## src/rtl/multicycle_ctrl_if.sv

```systemverilog
// Control bundle between the multi-cycle sequencer and the RV32I datapath.
// The sequencer takes the master side; the datapath and memory take the slave side.
interface multicycle_ctrl_if #(
  parameter int WIDTH = 32
);
  logic [WIDTH-1:0] instr;
  logic             zero;
  logic             mem_ready;
  logic             mem_req;
  logic             mem_we;
  logic             addr_src;
  logic             ir_write;
  logic             pc_write;
  logic [1:0]       alu_src_a;
  logic [1:0]       alu_src_b;
  logic [2:0]       alu_ctrl;
  logic [1:0]       imm_src;
  logic [1:0]       result_src;
  logic             reg_write;
  logic [2:0]       state;
  logic [1:0]       trap_cause;
  logic [WIDTH-1:0] instret;

  modport master (
    input  instr, zero, mem_ready,
    output mem_req, mem_we, addr_src, ir_write, pc_write, alu_src_a, alu_src_b,
           alu_ctrl, imm_src, result_src, reg_write, state, trap_cause, instret
  );

  modport slave (
    output instr, zero, mem_ready,
    input  mem_req, mem_we, addr_src, ir_write, pc_write, alu_src_a, alu_src_b,
           alu_ctrl, imm_src, result_src, reg_write, state, trap_cause, instret
  );
endinterface

```

## src/rtl/multicycle_ctrl.sv

```systemverilog
// Multi-cycle RV32I sequencer (FETCH/DECODE/EXEC/MEM/WB) sharing one ALU and one memory port.
// Define MEM_TIMEOUT_EN to trap (cause 10) when a memory access waits TIMEOUT cycles.
module multicycle_ctrl #(
  parameter int WIDTH   = 32,
  parameter int TIMEOUT = 16
) (
  input  logic              clk,
  input  logic              rst,
  multicycle_ctrl_if.master bus
);
  typedef enum logic [2:0] {
    S_FETCH  = 3'd0,
    S_DECODE = 3'd1,
    S_EXEC   = 3'd2,
    S_MEM    = 3'd3,
    S_WB     = 3'd4,
    S_TRAP   = 3'd7
  } state_t;

  localparam logic [6:0] OP_R   = 7'b0110011;
  localparam logic [6:0] OP_I   = 7'b0010011;
  localparam logic [6:0] OP_LD  = 7'b0000011;
  localparam logic [6:0] OP_ST  = 7'b0100011;
  localparam logic [6:0] OP_BR  = 7'b1100011;
  localparam logic [6:0] OP_JAL = 7'b1101111;

  state_t           state_q, state_d;
  logic [1:0]       cause_q, cause_d;
  logic [WIDTH-1:0] instret_q;
  logic             retire;
  logic             timeout_hit;

  logic [6:0] opcode;
  logic [2:0] funct3;
  logic       funct7_5;
  logic       unused_instr;

  assign opcode       = bus.instr[6:0];
  assign funct3       = bus.instr[14:12];
  assign funct7_5     = bus.instr[30];
  assign unused_instr = ^{bus.instr[WIDTH-1:31], bus.instr[29:15], bus.instr[11:7]};

  logic       mem_req_c, mem_we_c, addr_src_c, ir_write_c, pc_write_c, reg_write_c;
  logic [1:0] alu_src_a_c, alu_src_b_c, result_src_c;
  logic [2:0] alu_ctrl_c;

  function automatic logic instr_legal(input logic [6:0] op, input logic [2:0] f3);
    case (op)
      OP_R, OP_I:   return (f3 == 3'b000) || (f3 == 3'b111) || (f3 == 3'b110) || (f3 == 3'b010);
      OP_LD, OP_ST: return f3 == 3'b010;
      OP_BR:        return (f3 == 3'b000) || (f3 == 3'b001);
      OP_JAL:       return 1'b1;
      default:      return 1'b0;
    endcase
  endfunction

  function automatic logic [2:0] alu_op(input logic [2:0] f3, input logic sub_en);
    case (f3)
      3'b000:  return sub_en ? 3'b001 : 3'b000;
      3'b111:  return 3'b010;
      3'b110:  return 3'b011;
      3'b010:  return 3'b101;
      default: return 3'b000;
    endcase
  endfunction

  function automatic logic [1:0] imm_sel(input logic [6:0] op);
    case (op)
      OP_ST:   return 2'b01;
      OP_BR:   return 2'b10;
      OP_JAL:  return 2'b11;
      default: return 2'b00;
    endcase
  endfunction

`ifdef MEM_TIMEOUT_EN
  localparam int CNT_W = $clog2(TIMEOUT) + 1;
  logic [CNT_W-1:0] wait_cnt_q;

  // Counter restarts on every entry into a memory-access state.
  always_ff @(posedge clk) begin
    if (rst)
      wait_cnt_q <= '0;
    else if ((state_d != state_q) && ((state_d == S_FETCH) || (state_d == S_MEM)))
      wait_cnt_q <= '0;
    else if (mem_req_c && !bus.mem_ready)
      wait_cnt_q <= wait_cnt_q + 1'b1;
  end

  assign timeout_hit = mem_req_c && !bus.mem_ready && (wait_cnt_q == CNT_W'(TIMEOUT - 1));
`else
  logic [31:0] unused_timeout;
  assign unused_timeout = TIMEOUT;
  assign timeout_hit    = 1'b0;
`endif

  assign retire = (state_d == S_FETCH) &&
                  ((state_q == S_EXEC) || (state_q == S_MEM) || (state_q == S_WB));

  always_ff @(posedge clk) begin
    if (rst) begin
      state_q   <= S_FETCH;
      cause_q   <= 2'b00;
      instret_q <= '0;
    end else begin
      state_q <= state_d;
      cause_q <= cause_d;
      if (retire)
        instret_q <= instret_q + 1'b1;
    end
  end

  always_comb begin
    state_d = state_q;
    cause_d = cause_q;
    case (state_q)
      S_FETCH: begin
        if (bus.mem_ready) begin
          state_d = S_DECODE;
        end else if (timeout_hit) begin
          state_d = S_TRAP;
          cause_d = 2'b10;
        end
      end
      S_DECODE: begin
        if (instr_legal(opcode, funct3)) begin
          state_d = S_EXEC;
        end else begin
          state_d = S_TRAP;
          cause_d = 2'b01;
        end
      end
      S_EXEC: begin
        case (opcode)
          OP_R, OP_I, OP_JAL: state_d = S_WB;
          OP_LD, OP_ST:       state_d = S_MEM;
          OP_BR:              state_d = S_FETCH;
          default: begin
            state_d = S_TRAP;
            cause_d = 2'b01;
          end
        endcase
      end
      S_MEM: begin
        if (bus.mem_ready) begin
          state_d = (opcode == OP_ST) ? S_FETCH : S_WB;
        end else if (timeout_hit) begin
          state_d = S_TRAP;
          cause_d = 2'b10;
        end
      end
      S_WB:    state_d = S_FETCH;
      S_TRAP:  state_d = S_TRAP;
      default: state_d = S_FETCH;
    endcase
  end

  always_comb begin
    mem_req_c    = 1'b0;
    mem_we_c     = 1'b0;
    addr_src_c   = 1'b0;
    ir_write_c   = 1'b0;
    pc_write_c   = 1'b0;
    reg_write_c  = 1'b0;
    alu_src_a_c  = 2'b00;
    alu_src_b_c  = 2'b00;
    alu_ctrl_c   = 3'b000;
    result_src_c = 2'b00;
    case (state_q)
      S_FETCH: begin
        mem_req_c    = 1'b1;
        alu_src_b_c  = 2'b10;
        result_src_c = 2'b10;
        ir_write_c   = bus.mem_ready;
        pc_write_c   = bus.mem_ready;
      end
      S_DECODE: begin
        alu_src_a_c = 2'b01;
        alu_src_b_c = 2'b01;
      end
      S_EXEC: begin
        case (opcode)
          OP_R: begin
            alu_src_a_c = 2'b10;
            alu_ctrl_c  = alu_op(funct3, funct7_5);
          end
          OP_I: begin
            alu_src_a_c = 2'b10;
            alu_src_b_c = 2'b01;
            alu_ctrl_c  = alu_op(funct3, 1'b0);
          end
          OP_LD, OP_ST: begin
            alu_src_a_c = 2'b10;
            alu_src_b_c = 2'b01;
          end
          OP_BR: begin
            alu_src_a_c = 2'b10;
            alu_ctrl_c  = 3'b001;
            pc_write_c  = bus.zero ^ funct3[0];
          end
          OP_JAL: begin
            alu_src_a_c = 2'b01;
            alu_src_b_c = 2'b10;
            pc_write_c  = 1'b1;
          end
          default: ;
        endcase
      end
      S_MEM: begin
        mem_req_c  = 1'b1;
        addr_src_c = 1'b1;
        mem_we_c   = (opcode == OP_ST);
      end
      S_WB: begin
        reg_write_c  = 1'b1;
        result_src_c = (opcode == OP_LD) ? 2'b01 : 2'b00;
      end
      default: ;
    endcase
  end

  // Enables and the memory request drop in the reset cycle itself.
  assign bus.mem_req    = mem_req_c   && !rst;
  assign bus.mem_we     = mem_we_c    && !rst;
  assign bus.ir_write   = ir_write_c  && !rst;
  assign bus.pc_write   = pc_write_c  && !rst;
  assign bus.reg_write  = reg_write_c && !rst;
  assign bus.addr_src   = addr_src_c;
  assign bus.alu_src_a  = alu_src_a_c;
  assign bus.alu_src_b  = alu_src_b_c;
  assign bus.alu_ctrl   = alu_ctrl_c;
  assign bus.result_src = result_src_c;
  assign bus.imm_src    = imm_sel(opcode);
  assign bus.state      = state_q;
  assign bus.trap_cause = cause_q;
  assign bus.instret    = instret_q;
endmodule

```

## src/flat_wrapper.sv

```systemverilog
// flat-port wrapper written by rule: the top's interface ports become plain ports
module multicycle_ctrl_flat 
#(
  parameter int WIDTH   = 32,
  parameter int TIMEOUT = 16
)
  (clk, rst, bus_instr, bus_zero, bus_mem_ready, bus_mem_req, bus_mem_we, bus_addr_src, bus_ir_write, bus_pc_write, bus_alu_src_a, bus_alu_src_b, bus_alu_ctrl, bus_imm_src, bus_result_src, bus_reg_write, bus_state, bus_trap_cause, bus_instret);
  multicycle_ctrl_if #(.WIDTH(WIDTH)) bus_i ();
  input  logic clk;
  input  logic rst;
  input wire logic [$bits(bus_i.instr)-1:0] bus_instr;
  input wire logic [$bits(bus_i.zero)-1:0] bus_zero;
  input wire logic [$bits(bus_i.mem_ready)-1:0] bus_mem_ready;
  output wire logic [$bits(bus_i.mem_req)-1:0] bus_mem_req;
  output wire logic [$bits(bus_i.mem_we)-1:0] bus_mem_we;
  output wire logic [$bits(bus_i.addr_src)-1:0] bus_addr_src;
  output wire logic [$bits(bus_i.ir_write)-1:0] bus_ir_write;
  output wire logic [$bits(bus_i.pc_write)-1:0] bus_pc_write;
  output wire logic [$bits(bus_i.alu_src_a)-1:0] bus_alu_src_a;
  output wire logic [$bits(bus_i.alu_src_b)-1:0] bus_alu_src_b;
  output wire logic [$bits(bus_i.alu_ctrl)-1:0] bus_alu_ctrl;
  output wire logic [$bits(bus_i.imm_src)-1:0] bus_imm_src;
  output wire logic [$bits(bus_i.result_src)-1:0] bus_result_src;
  output wire logic [$bits(bus_i.reg_write)-1:0] bus_reg_write;
  output wire logic [$bits(bus_i.state)-1:0] bus_state;
  output wire logic [$bits(bus_i.trap_cause)-1:0] bus_trap_cause;
  output wire logic [$bits(bus_i.instret)-1:0] bus_instret;
  assign bus_i.instr = bus_instr;
  assign bus_i.zero = bus_zero;
  assign bus_i.mem_ready = bus_mem_ready;
  assign bus_mem_req = bus_i.mem_req;
  assign bus_mem_we = bus_i.mem_we;
  assign bus_addr_src = bus_i.addr_src;
  assign bus_ir_write = bus_i.ir_write;
  assign bus_pc_write = bus_i.pc_write;
  assign bus_alu_src_a = bus_i.alu_src_a;
  assign bus_alu_src_b = bus_i.alu_src_b;
  assign bus_alu_ctrl = bus_i.alu_ctrl;
  assign bus_imm_src = bus_i.imm_src;
  assign bus_result_src = bus_i.result_src;
  assign bus_reg_write = bus_i.reg_write;
  assign bus_state = bus_i.state;
  assign bus_trap_cause = bus_i.trap_cause;
  assign bus_instret = bus_i.instret;
  multicycle_ctrl #(.WIDTH(WIDTH), .TIMEOUT(TIMEOUT)) u_core (.clk(clk), .rst(rst), .bus(bus_i));
endmodule
```

## config.mk

```make
export PLATFORM = sky130hd
export DESIGN_NAME = multicycle_ctrl_flat
export DESIGN_NICKNAME = d
export VERILOG_FILES = /design/src/rtl/multicycle_ctrl_if.sv /design/src/rtl/multicycle_ctrl.sv /design/src/flat_wrapper.sv
export SDC_FILE = /design/constraint.sdc
export NUM_CORES = 1
export LEC_CHECK = 0
export BUFFER_PORTS_ARGS = -buffer_cell sky130_fd_sc_hd__clkbuf_2
export CAP_MARGIN = 15
export CORE_MARGIN = 5
export CORE_UTILIZATION = 49
export DETAILED_ROUTE_END_ITERATION = 10
export PLACE_DENSITY = 0.86
export SLEW_MARGIN = 20
export SYNTH_ARGS = -nofsm -noshare
export SYNTH_HDL_FRONTEND = slang
export SYNTH_SLANG_ARGS = --single-unit
```

## constraint.sdc

```tcl
create_clock -name clk -period 2.11 [get_ports clk]
set_input_delay 0.211 -clock clk [delete_from_list [all_inputs] [get_ports clk]]
set_output_delay 0.211 -clock clk [all_outputs]
set_load 0.05 [all_outputs]
```

### After elaboration in Yosys (flattened, before gate mapping)

Cells that the tools add are included.

| word-level totals | value |
|---|---|
| memories kept | 0 |
| output and inout port bits | 54 |
| bits in latches | 0 |
| bits of input ports | 36 |
| RAM bits | 0 |
| flip-flop bits (word level) | 37 |
| logic and storage cells | 77 |
| ROM bits | 0 |

| cells by class | value |
|---|---|
| bitwise gates (word level) | 1 |
| multiply operators | 0 |
| shifts and indexed selects | 0 |
| equality and inequality tests | 17 |
| reductions and logical operators | 25 |
| $lt $le $gt $ge | 0 |
| add/sub/neg operators | 1 |
| multiplexer cells | 30 |
| divide/modulo/power cells | 0 |

Operators with widths:

| kind | number |
|---|---|
| $add 32x1->32 const B | 1 |
| $pmux 3 s3 | 3 |
| $pmux 2 s2 | 5 |
| $mux 3 | 5 |
| $pmux 3 s5 | 1 |
| $eq 7x6->1 const B | 2 |
| $eq 7x7->1 const B | 2 |
| $eq 3x3->1 const B | 4 |
| $pmux 2 s3 | 2 |
| $pmux 3 s4 | 1 |
| $eq 3x2->1 const B | 3 |
| $logic_not 3->1 | 3 |
| $mux 1 | 8 |
| $eq 7x2->1 const B | 1 |
| $eq 7x5->1 const B | 1 |
| $eq 3x1->1 const B | 2 |
| $logic_and 1x1->1 | 6 |
| $logic_or 1x1->1 | 6 |
| $reduce_or 2->1 | 3 |
| $reduce_or 3->1 | 2 |
| $reduce_or 6->1 | 1 |
| $reduce_or 5->1 | 1 |
| $mux 2 | 2 |
| $ne 2x2->1 const B | 2 |
| other kinds (6) | 7 |

### Depth between registers and ports, before layout

Gate-level depths: netlist of the first run.

| depth | value |
|---|---|
| depth after elaboration | 10 |
| depth in mapped cells | 8 |
| mapped depth without buffers | 6 |

### Worst setup path before layout of the first run

Ideal clock, no wire load.

| timing path | value |
|---|---|
| kind | register -> output |
| start point | register u_core.state_q[2] (netlist: u_core.bus.state[2]) |
| end point | output bus_pc_write |
| data required time | 1,899 ps |
| stages on the path, launching flop included | 4 |
| buffers on the path | 1 |
| arrival time | 2,610 ps |
| path slack | -711 ps |
| cell sequence | dfxtp_1 -> buf_2 -> or2_2 -> nor4_1 |

| on the way | value |
|---|---|
| cells in the longest elaborated chain, start to end | 3 |
| elaborated cells between the ends (all ways) | 4 |
| classes of those cells | eq/ne: 1; mux: 1; reduce/logical: 2 |

Ends and longest elaborated chain:

| what | RTL line | text |
|---|---|---|
| start: declaration | multicycle_ctrl.sv:27 | `state_t state_q, state_d;` |
| start signal: assignment | multicycle_ctrl.sv:106 | `state_q <= state_d;` |
| $eq 3x2->1 or $logic_not 3->1 (tied branches) | multicycle_ctrl.sv:169 | `case (state_q)` |
| $pmux 1 s2 * | multicycle_ctrl.sv:169 |  |
| $logic_and 1x1->1 * | multicycle_ctrl.sv:226 | `assign bus.pc_write = pc_write_c && !rst;` |
| end: declaration | flat_wrapper.sv:18 | `output wire logic [$bits(bus_i.pc_write)-1:0] bus_pc_write;` |

Mark *: on every way between the ends. The rest lies on a longest branch, timed or not.

### Final worst setup path of the first run

| timing path | value |
|---|---|
| start point | register u_core.state_q[2] (netlist: u_core.bus.state[2]) |
| end point | register u_core.instret_q[27] (netlist: u_core.bus.instret[27]) |

| on the way | value |
|---|---|
| cells in the longest elaborated chain, start to end | 4 |
| elaborated cells between the ends (all ways) | 13 |
| classes of those cells | eq/ne: 5; mux: 3; reduce/logical: 5 |

Ends and longest elaborated chain:

| what | RTL line | text |
|---|---|---|
| $eq 3x3->1 (tied with other cells) | multicycle_ctrl.sv:116 | `case (state_q)` |
| $pmux 3 s5 or $logic_or 1x1->1 (tied branches) | multicycle_ctrl.sv:116, multicycle_ctrl.sv:98 |  |
| $logic_not 3->1 or $logic_or 1x1->1 (tied branches) | multicycle_ctrl.sv:97, multicycle_ctrl.sv:98 |  |
| $logic_and 1x1->1 * | multicycle_ctrl.sv:97 | `assign retire = (state_d == S_FETCH) &&` |
| end signal: assignment | multicycle_ctrl.sv:109 | `instret_q <= instret_q + 1'b1;` |
| end: declaration | multicycle_ctrl.sv:29 | `logic [WIDTH-1:0] instret_q;` |

Marks and branches as above.
A chain may end at the register's enable or synchronous reset.

==> impl_metrics.tcl, run 1 <==
set metrics [dict create \
    synth_edf_count 0 \
    synth_top_family_by_area "simple AND/OR/NAND/NOR gates" \
    p_comb_frac 0.508 \
    grt_antenna_before_repair 0 \
    placed_cell_area_mm2 0.002909 \
    synth_cell_types 52 \
    worst_skew_pair.late_latency_ns 0.29 \
    nets 415 \
    cp_max_fo 48 \
    synth-seq-cells 36 \
    dr.first_iter.drc_count 131 \
    syn_to_final_growth_pct 27.48 \
    worstPathCellList "or3b_1 > o21ai_2 > o21ai_4 > buf_12 > or4_1 > a21oi_1" \
    stdcell_area_mm2 0.003035 \
    start_kind "register" \
    hp-class "in -> reg" \
    yosysWarnings 0 \
    p_per_area_mw_per_mm2 946.2 \
    die_area_mm2 0.006354 \
    dp.cells 436 \
    timing.final.max_slew_violations 0 \
    ys_seq_area_frac 0.3027 \
    synth-adder-area-share 0.005255 \
    cts_sinks 36 \
    synthCells 301 \
    yosys.area_share.simple 0.3689 \
    max_freq_mhz 501.8 \
    period_share 0.9445 \
    p_int_mw 1.484 \
    holdPathStages 2 \
    fin_crit_ns 1.993 \
    cpMaxStageDelayCell "or4_1" \
    syn_area_mm2 0.002381 \
    setup_viol 0 \
    max_cap_viol_count 0 \
    totalWireLength_mm 6.385 \
    firstDrtPassIters 5 \
    antenna_cells 0 \
    gr-total-overflow 0 \
    row_count 25 \
    drt.antenna.violating_nets 0 \
    synthMuxAreaShare 0.01314 \
    numCtsBuffers 5 \
    worst_setup_path_end_kind "register" \
    hold-worst-slack_ns 0.3457 \
    synthXorXnorAreaFrac 0.003678 \
    h-tree-depth 2 \
    crit_arrival_ns 2.22 \
    grt_first_pass_wirelength_mm 10.91 \
    grt_use_total 0.2115 \
    cts_tree "built" \
    synthesis.nets 338 \
    p_leak_nw 1.136 \
    clock-root-buffer "clkbuf_8" \
    synth-compound-area-share 0.2396 \
    synth.avg_cell_area_um2 7.910 \
    swShare 0.4832 \
    ctsLongestPathBuffers 2 \
    path_buf_inv 1 \
    rsz0062_at_grt "no" \
    post_drt_wl_per_cell_um 14.32 \
    hold_viol 0 \
    core-area_mm2 0.004723 \
    place.gp.congestion 0.8728 \
    start_util 0.5041 \
    path_class "reg -> reg" \
    crit_cells 6 \
    status "finished, final reports clean" \
    fin_cells 446 \
    vias 2671 \
    critPathTopFamily "simple AND/OR/NAND/NOR gates" \
    p_clk_frac 0.209 \
    seqPwrFrac 0.284 \
    ios 90 \
    viasPerCell 5.989 \
    async_flop_share 0 \
    p_switching_mw 1.388 \
    worstPathRequired_ns 2.34 \
    drc 0 \
    grt_pass1_vias 2378 \
    vdd_ir_drop_max_v 0.0005430 \
    r2r_cells 6 \
    drive_gt1_frac 0.3351 \
    cpPeakStageDelay_ns 0.51 \
    ys.flop_type "dfxtp_1" \
    dieHeight_um 79.71 \
    clk_pin_slew_worst_paths_ns 0.07 \
    clock_skew_ns 0.003764 \
    grt_max_degree 49 \
    die_w_um 79.71 \
    port-buffer-count 67 \
    hpwl_mm 4.641 \
]
==> flip-flops by register name (all words and copies together), names as in the netlist <==
name and count:
u_core.bus.instret 32, u_core.bus.state 3, u_core.bus.trap_cause 1
==> metrics by stage <==
| stage | utilization | power (mW) | setup TNS [ns] | setup WS, ns |
|---|---|---|---|---|
| floorplan | - | 1.935 | -0.06576 | -0.06576 |
| global placement | 0.6159 | 2.241 | 0 | 0.09130 |
| detailed placement | 0.6159 | 2.269 | 0 | 0.05032 |
| CTS | 0.6387 | 2.869 | 0 | 0.07464 |
| global route | 0.6426 | 3.027 | 0 | 0.005625 |
| finish | 0.6426 | 2.872 | 0 | 0.1171 |
==> Yosys cell counts, drive strengths merged, types with 2 or more instances <==
cell	instances	area, um^2
a21oi	36	180.2
dfxtp	36	720.7
o31ai	27	202.7
or4	27	202.7
nor2	20	75.07
nand2	19	71.32
nand3	16	80.08
nand4	14	87.58
buf	12	87.58
clkbuf	12	45.04
o21ai	8	43.79
and4	6	52.55
inv	6	22.52
nor3	6	30.03
and2	5	31.28
nand2b	5	31.28
and3	4	25.02
nor4	4	46.29
nor3b	3	27.52
or3	3	18.77
or4b	3	30.03
a32oi	2	17.52
mux2i	2	20.02
nor2b	2	12.51
o211ai	2	15.01
o41ai	2	17.52
==> kinds of logic after synthesis <==
| kind of cell | count (synthesis) |
|---|---|
| mux | 3 |
| compound gates | 86 |
| xor+xnor | 1 |
| fa+ha+maj | 1 |
| flops | 36 |
| simple gates | 143 |
| other cells | 1 |
| buf+inv | 30 |
==> worst register-to-register path, stage by stage (launching register included) <==
cell and delay, ns:
dfxtp_2 0.42, or3b_1 0.43, o21ai_2 0.12, o21ai_4 0.10, buf_12 0.19, or4_1 0.52
a21oi_1 0.15
==> area by class of cell <==
type | instances | area [um^2]
clock buffers | 6 | 72.57
clock inverters | 2 | 35.03
fillers | 393 | 1688
inverters | 6 | 22.52
multi-input cells | 235 | 1533
flip-flops and latches | 36 | 738.2
well taps | 67 | 83.83
repair buffers | 94 | 550.5
==> power by group through the flow <==
stage / Clock [mW] / Sequential, mW / Combinational [mW]
finish: 0.599 / 0.815 / 1.46
global route: 0.640 / 0.824 / 1.56
CTS: 0.607 / 0.810 / 1.45
detailed placement: 0 / 0.824 / 1.44
global placement: 0 / 0.818 / 1.42
floorplan: 0 / 0.939 / 0.996
==> layer usage <==
| metal | routed length [um] | up-vias | GRT usage |
|---|---|---|---|
| li1 | - | 1333 | - |
| met4 | 100 | 0 | 0.06357 |
| met5 | 0 | - | 0 |
| met1 | 2832 | 1233 | 0.2838 |
| met3 | 369 | 11 | 0.04402 |
| met2 | 3083 | 94 | 0.3397 |
==> layout by cell type (no fill, tap or decap), types with 6 or more instances in the layout <==
| cell | instances |
|---|---|
| clkbuf_2 | 67 |
| a21oi_1 | 36 |
| o31ai_1 | 27 |
| or4_1 | 27 |
| buf_4 | 26 |
| dfxtp_1 | 22 |
| nor2_1 | 20 |
| nand2_1 | 19 |
| nand3_1 | 16 |
| nand4_1 | 14 |
| dfxtp_2 | 14 |
| and4_1 | 6 |
| inv_1 | 6 |
==> worst paths after layout <==
| kind | start | to | slack, ns |
|---|---|---|---|
| setup / recovery | u_core.bus.state[2] | u_core.bus.instret[27] | 0.12 |
| hold / removal | rst | u_core.bus.instret[13] | 0.35 |
| setup reg to reg | u_core.bus.state[2] | u_core.bus.instret[27] | 0.12 |
| hold reg to reg | u_core.bus.trap_cause[0] | u_core.bus.trap_cause[0] | 0.46 |
==> what timing repair did <==
item,4_1_cts,5_1_grt
setup buffers,0,2
gates resized for setup,0,1
hold buffers,0,0
setup endpoints to repair,0,11
Power figures use the tool's default switching activity.
==> run 2, diff against run 1 <==
==> constraint.sdc (replaced) <==
create_clock -name clk -period 2.11 [get_ports clk]
set_input_delay 0.3165 -clock clk [delete_from_list [all_inputs] [get_ports clk]]
set_output_delay 0.3165 -clock clk [all_outputs]
set_load 0.05 [all_outputs]
==> run 2 against run 1 <==
First-iteration DRC count grew 44%. Clock skew grew 0.0046 ns. Core utilization grew 2.2 points. Sequential power is essentially flat. Critical path depth shrank 2. Sequential share of layout area shrank 0.80 points. Worst hold slack gained 0.11 ns. Cell count grew 2.9%. Power grew 0.95%. Largest power group unchanged. Highest routed layer unchanged.
==> impl_metrics.tcl, run 2 (same netlist as run 1, synthesis figures left out) <==
set metrics [dict create \
    numCtsBuffers 5 \
    totalWireLength_mm 7.030 \
    fin_crit_ns 2.046 \
    dr.first_iter.drc_count 188 \
    ios 90 \
    p_per_area_mw_per_mm2 924.0 \
    fin_cells 459 \
    rsz0062_at_grt "no" \
    hp-class "in -> reg" \
    grt_use_met3 0.03160 \
    port-buffer-count 67 \
    clk_pin_slew_worst_paths_ns 0.08 \
    drive_gt1_frac 0.3597 \
    placed_cell_area_mm2 0.003017 \
    mostFrequentLayoutCells "clkbuf_2 (64), buf_4 (39), a21oi_1 (36)" \
    p_leak_nw 1.198 \
    clock_skew_ns 0.008363 \
    period_share 0.9695 \
    core-area_mm2 0.004723 \
    dp.cells 449 \
    dieHeight_um 79.71 \
    cp_max_fo 9 \
    vdd_ir_drop_max_v 0.0006793 \
    worst_skew_pair.late_latency_ns 0.30 \
    grtUsageMet2 0.3998 \
    die_w_um 79.71 \
    cts_sinks 36 \
    rrSetupSlack_ns 0.06 \
    cpPeakStageDelay_ns 0.37 \
    grt_antenna_before_repair 0 \
    path_class "reg -> out" \
    clock-root-buffer "clkbuf_8" \
    gr-total-overflow 0 \
    cts_tree "built" \
    stdcell_area_mm2 0.003138 \
    place.gp.congestion 0.9596 \
    path_buf_inv 2 \
    h-tree-depth 2 \
    start_kind "register" \
    hold_viol 0 \
    grt_first_pass_wirelength_mm 11.90 \
    critPathTopFamily "simple AND/OR/NAND/NOR gates" \
    timing.final.max_slew_violations 0 \
    status "finished, final reports clean" \
    vias 2817 \
    viasPerCell 6.137 \
    worst_setup_path_end_kind "primary output" \
    syn_to_final_growth_pct 31.79 \
    crit_arrival_ns 1.73 \
    hpwl_mm 5.238 \
    final_common_cell "clkbuf_2" \
    drc 0 \
    largest_register_ffs 32 \
    ctsLongestPathBuffers 2 \
    nFillCells 383 \
    cpMaxStageDelayCell "dfxtp_2" \
    post_drt_wl_per_cell_um 15.32 \
    max_freq_mhz 488.8 \
    grt_use_total 0.2281 \
    firstDrtPassIters 5 \
    start_util 0.5041 \
    top_usage_layer "met2" \
    worstPathRequired_ns 1.79 \
    antenna_cells 0 \
    row_count 25 \
    die_area_mm2 0.006354 \
    grt_max_degree 30 \
    grt_util_met1 0.2755 \
    drt.antenna.violating_nets 0 \
    setup_viol 0 \
    nets 428 \
    max_cap_viol_count 0 \
    worstPathCellList "buf_4 > or2_2 > nor4_2 > clkbuf_2" \
    grt_pass1_vias 2597 \
]
## run 2: through the flow
step	total power, mW	hold slack (ns)	setup slack (ns)	utilization	TNS [ns]
after global routing	3.045	0.4528	0.001883	0.6644	0
after floorplan	1.943	0.4786	-0.2768	-	-0.5038
after CTS	2.897	0.4405	0.01953	0.6585	0
after detailed placement	2.383	0.4445	0.006621	0.6387	0
final	2.899	0.4511	0.06430	0.6644	0
after global placement	2.337	0.4339	0.06312	0.6387	0
## run 2: area by class of cell
type | count | area, um^2 | area share
clock inverters | 1 | 7.507 | 0.002392
well taps | 67 | 83.83 | 0.02671
flip-flops and latches | 36 | 738.2 | 0.2352
inverters | 6 | 22.52 | 0.007177
multi-input cells | 235 | 1544 | 0.4920
clock buffers | 7 | 86.33 | 0.02751
repair buffers | 107 | 655.6 | 0.2089
## run 2: metal layers
| layer | share of wire | vias to the layer above |
|---|---|---|
| met3 | 0.052 | 12 |
| met2 | 0.51 | 77 |
| met1 | 0.42 | 1366 |
| met4 | 0.019 | 0 |
| met5 | 0 | - |
| li1 | - | 1362 |
## run 2: power breakdown
part | internal, mW | leakage [nW] | switching, mW
registers | 0.732 | 0.297 | 0.0832
clock network | 0.265 | 0.0445 | 0.259
logic | 0.474 | 0.856 | 1.09
total | 1.47 | 1.20 | 1.43
## run 2: worst reg2reg max path: stages, from the launching register on
cell     delay, ns
dfxtp_2       0.37
and4_1        0.26
and4_1        0.27
nand4_1       0.35
or4_1         0.59
a21oi_1       0.15
## run 2: path summary, 6_finish.rpt
| path | cells after the start | endpoint | start |
|---|---|---|---|
| max | 4 | bus_pc_write | u_core.bus.state[2] |
| min | 2 | u_core.bus.instret[12] | rst |
| max reg2reg | 5 | u_core.bus.instret[25] | u_core.bus.instret[6] |
| min reg2reg | 2 | u_core.bus.trap_cause[0] | u_core.bus.trap_cause[0] |
## run 2: timing repair
action / CTS / global route
setup endpoints to repair: 0 / 7
resized for setup: 0 / 7
hold buffers: 0 / 0
setup buffers: 0 / 2
